## src/rtl/oai211_pipe_bank.sv

```systemverilog
// Bank of WIDTH OAI211/AOI211 lanes feeding a STAGES-deep registered pipeline
// with valid tracking, global stall and a full-scan chain through the data flops.

module oai211_lane (
    input  logic mode,
    input  logic a1,
    input  logic a2,
    input  logic b,
    input  logic c,
    output logic zn
);
    always_comb begin
        zn = mode ? ~((a1 & a2) | b | c) : ~((a1 | a2) & b & c);
    end
endmodule

module oai211_pipe_bank #(
    parameter int   WIDTH     = 4,
    parameter int   STAGES    = 1,
    parameter logic RESET_VAL = 1'b1
) (
    input  logic             CLK,
    input  logic             RN,
    input  logic             EN,
    input  logic             MODE,
    input  logic             VLD_I,
    input  logic [WIDTH-1:0] A1,
    input  logic [WIDTH-1:0] A2,
    input  logic [WIDTH-1:0] B,
    input  logic [WIDTH-1:0] C,
    input  logic             SE,
    input  logic             SI,
    output logic [WIDTH-1:0] ZN,
    output logic             VLD_O,
    output logic             SO
);
    localparam int CHAIN = WIDTH * STAGES;

    logic [WIDTH-1:0]             f_res;
    logic [STAGES-1:0][WIDTH-1:0] data_q, data_d;
    logic [STAGES-1:0]            vld_pipe_q, vld_pipe_d;
    logic [CHAIN:0]               scan_ext;

    for (genvar i = 0; i < WIDTH; i++) begin : g_lane
        oai211_lane u_lane (
            .mode (MODE),
            .a1   (A1[i]),
            .a2   (A2[i]),
            .b    (B[i]),
            .c    (C[i]),
            .zn   (f_res[i])
        );
    end

    // Packed layout puts stage0 bit0 at the LSB, so one left shift walks the chain.
    always_comb begin
        scan_ext = {data_q, SI};
    end

    always_comb begin
        data_d     = data_q;
        vld_pipe_d = vld_pipe_q;
        if (SE) begin
            data_d = scan_ext[CHAIN-1:0];
        end else if (EN) begin
            data_d[0]     = f_res;
            vld_pipe_d[0] = VLD_I;
            for (int k = 1; k < STAGES; k++) begin
                data_d[k]     = data_q[k-1];
                vld_pipe_d[k] = vld_pipe_q[k-1];
            end
        end
    end

    always_ff @(posedge CLK or negedge RN) begin
        if (!RN) begin
            data_q     <= {CHAIN{RESET_VAL}};
            vld_pipe_q <= '0;
        end else begin
            data_q     <= data_d;
            vld_pipe_q <= vld_pipe_d;
        end
    end

    assign ZN    = data_q[STAGES-1];
    assign VLD_O = vld_pipe_q[STAGES-1];
    assign SO    = data_q[STAGES-1][WIDTH-1];
endmodule

```

## config.mk

```make
export PLATFORM = sky130hd
export DESIGN_NAME = oai211_pipe_bank
export DESIGN_NICKNAME = d
export VERILOG_FILES = /design/src/rtl/oai211_pipe_bank.sv
export SDC_FILE = /design/constraint.sdc
export NUM_CORES = 1
export LEC_CHECK = 0
export ABC_AREA = 1
export CORE_AREA = 3 3 40 42
export CTS_CLUSTER_DIAMETER = 80
export DETAILED_ROUTE_END_ITERATION = 7
export DIE_AREA = 0 0 43 45
export PLACE_DENSITY = 0.74
export REMOVE_ABC_BUFFERS = 1
export SLEW_MARGIN = 25
export SYNTH_ARGS = -nofsm -noshare
export SYNTH_HDL_FRONTEND = slang
export SYNTH_SLANG_ARGS = --single-unit
```

## constraint.sdc

```tcl
create_clock -name CLK -period 2 [get_ports CLK]
set_clock_uncertainty 0.05 [all_clocks]
set_input_delay 0.6 -clock CLK [delete_from_list [all_inputs] [get_ports CLK]]
set_output_delay 0.6 -clock CLK [all_outputs]
set_load 0.05 [all_outputs]
```

# Word level (Yosys, flattened, before mapping)
# Cells that the tools add are included.
# totals
ff_bits	5
latchBits	0
ram_bits	0
romBits	0
memories	0
# op_classes
add_sub_neg	0
multipliers	0
div_mod_pow	0
order_cmp	0
n_eq_ne	0
shift	0
muxes	6
n_bitwise	33
n_reduce_logical	2
# ops
op	count
1-bit AND	12
1-bit bitwise OR	12
1-bit NOT	9
4-bit 2-to-1 mux	2
1-bit 2-to-1 mux	4
2-bit AND reduction	1
2-bit nonzero test	1

# Depth between registers and ports, before layout
# logic_depth
word_depth	7
mapped_depth	5
depth_no_buf	5

# Hierarchy
# Synthesis repeated with hierarchy kept, for this count alone.
# unflattened
hier_cells	72
hier_area_um2	416.6
# by_module_without_submodules
mod	instances	cells_each	area_per_inst_um2	seq_area_each_um2
oai211_pipe_bank	1	28	236.5	130.1
oai211_lane	4	11	45.0	0.0

# Worst setup path before layout
# No wires, ideal clock.
# synth_timing
path_kind	register -> output
startpoint	register data_q, in the netlist ZN[3]
endpoint	output ZN[3]
arrival_time_ns	0.928
slack_ns	0.422
stages_incl_launch_ff	2
n_path_buf	1
path_cell_list	dfstp_2 -> buf_4
# synth_rtl
item	line	rtl
from (decl)	40	logic [STAGES-1:0][WIDTH-1:0] data_q, data_d;
from (signal assigned)	77	data_q <= {CHAIN{RESET_VAL}};
from (signal assigned)	80	data_q <= data_d;
to (decl)	33	output logic [WIDTH-1:0] ZN,
# No word-level cell between the ends.

# Worst setup path after layout
# layout_timing
startpoint	register data_q, in the netlist ZN[3]
endpoint	output ZN[3]
# No word-level cell between the ends.

==> results.ini <==
[logic_synthesis]
syn_area_um2 = 342.8
syn_inst = 53
ys_seq_area_share_pct = 37.96
synth_top_area_share_pct = 30.66
syn_avg_cell_area_um2 = 6.468
yosys_warnings = 0
synth_cell_types = 11
yosysTopAreaCell = dfstp_2
synth.area.top_cells = dfstp_2, nand2_1, a22oi_1
ys_ff_latch = 5

[floorplan]
coreArea_mm2 = 0.001285
dieArea_mm2 = 0.001935
fp.dieW_um = 43
initial_core_util_pct = 26.68
die_h_um = 45
num_io_pins = 29
num_rows = 13

[run]
drv_cap = 0

[outcome]
outcome = completed

[route]
wire_per_inst_um = 10.94
wirelength_mm = 1.083
via_per_inst = 4.465
drcViolationCount = 0
drt_first_pass_iters = 3
ant_nets = 0
via_count = 442
drt_iter0_markers = 3

[timing]
hold_viol = 0
fin_crit_sh_pct = 81.23
finalCriticalPeriod_ns = 1.625
setup_violations = 0
fin_setup_tns_ns = 0
grt_setup_unrepaired = false
finalMaxSlewViolations = 0
worstMarginPinSlew_ns = 0.2458
slew-limit-headroom_pct = 83.55
max_freq_mhz = 615.6

[cts]
root_buffer = clkbuf_4
clk_pin_slew_ns = 0.04
cts_setup_buffers = 0
cts_resized = 0
cts_hold_repair.buffers = 0
cts_buffer_depth = 2
clk_latency_ns = 0.24
htreeDepth = 1
cts_tree = yes
cts_buffers = 3
clkSinkCount = 5

[placement]
dp_cells = 95
hpwl_um = 915.2
gp_congestion = 0.7666
placed_cell_area_um2 = 681.9
numPortBuffers = 28

[critical_path]
slowest_delay_ns = 0.59
arrival_ns = 0.97
cpMaxStageDelayCell = dfstp_2
worstPathMaxFanout = 3
cpLargestDelayFamily = flip-flops
end_kind = output port
criticalPathCategory = reg2out
cp.required_ns = 1.35
cp.depth = 1
crit_chain = buf_12
critPathBufInv = 1
cp-start-kind = flip-flop
worst_r2r_path_depth = 2

[layout]
fill_cells = 123
instances_no_fill = 99
drive_above_1_share_pct = 16.67
mostFrequentLayoutCells = nand2_1, clkdlybuf4s50_1, inv_1
area_growth_pct = 106.6
mostFrequentLayoutCell = nand2_1
final_cell_area_um2 = 708.2
nNetsFinal = 108
final_core_util_pct = 55.11
diodes = 0

[power]
p_leak_nw = 0.3360
ir_drop_mv = 0.3059
powerDensity_mw_per_mm2 = 645.4

[global_route]
grt_overflow = 0
antenna_found_initial = 0
track_usage_pct = 12.54
grt_max_degree = 7
grt_first_pass_wirelength_mm = 1.780
first_global_vias = 440

[hold_path]
holdCritPathClass = reg2reg
hold_depth = 2

[final timing paths]
check / start / endpoint / slack (ns)
max in group asynchronous: RN / ZN[3] / 1.11
worst min-delay path: VLD_O / VLD_O / 0.44
worst min register to register: VLD_O / VLD_O / 0.44
worst max register to register: ZN[3] / ZN[3] / 1.13
worst max-delay path: ZN[3] / ZN[3] / 0.38
min in group asynchronous: RN / VLD_O / 0.54
[synthesized netlist by cell type (all sizes together)]
| master | number |
|---|---|
| a22oi | 4 |
| a21oi | 4 |
| o21ai | 4 |
| dfrtp | 1 |
| dfstp | 4 |
| inv | 6 |
| buf | 1 |
| nand3 | 1 |
| nand2 | 27 |
| nor2 | 1 |
[metal layers]
metal / vias up / global-route usage, % / wire [µm] / share of wire [%]
met1: 194 / 11.95 / 437 / 40
met2: 13 / 23.65 / 566 / 52
met3: 0 / 5.179 / 79 / 7.3
met5: - / 0 / 0 / 0
met4: 0 / 5.422 / 0 / 0
li1: 235 / - / - / -
[where the power goes]
group          internal, W  leakage (nW)  switching, W  total [W]
clock            0.0000754        0.0150     0.0000414   0.000117
combinational     0.000105         0.267     0.0000951   0.000201
sequential        0.000122        0.0543     0.0000172   0.000140
[registers in the layout, indices dropped and copies added (netlist names)]
signal / cells
ZN: 4
VLD_O: 1
[cell families after synthesis]
family                 synth area share (%)
AND/OR/NAND/NOR                       32.84
AO/OA/AOI/OAI                         20.44
buffers and inverters                 8.759
flip-flops                            37.95
[final cells by class]
type | instances | area, µm² | share of cell area [%]
Timing Repair Buffer | 28 | 327.8 | 46.29
Sequential cell | 5 | 130.1 | 18.37
Tap cell | 15 | 18.77 | 2.650
Multi-Input combinational cell | 41 | 182.7 | 25.80
Inverter | 6 | 22.52 | 3.180
Clock buffer | 4 | 26.28 | 3.710
[stage by stage]
stage	power, W	setup slack (ns)	hold WS [ns]
after floorplan	0.0002201	0.5186	0.2544
after global placement	0.0003404	0.3477	0.4205
after detailed placement	0.0003420	0.3171	0.4255
after CTS	0.0004653	0.3587	0.4581
after global routing	0.0004838	0.3432	0.4791
final	0.0004571	0.3755	0.4435
Note: power is estimated with default switching activity, not from simulation.
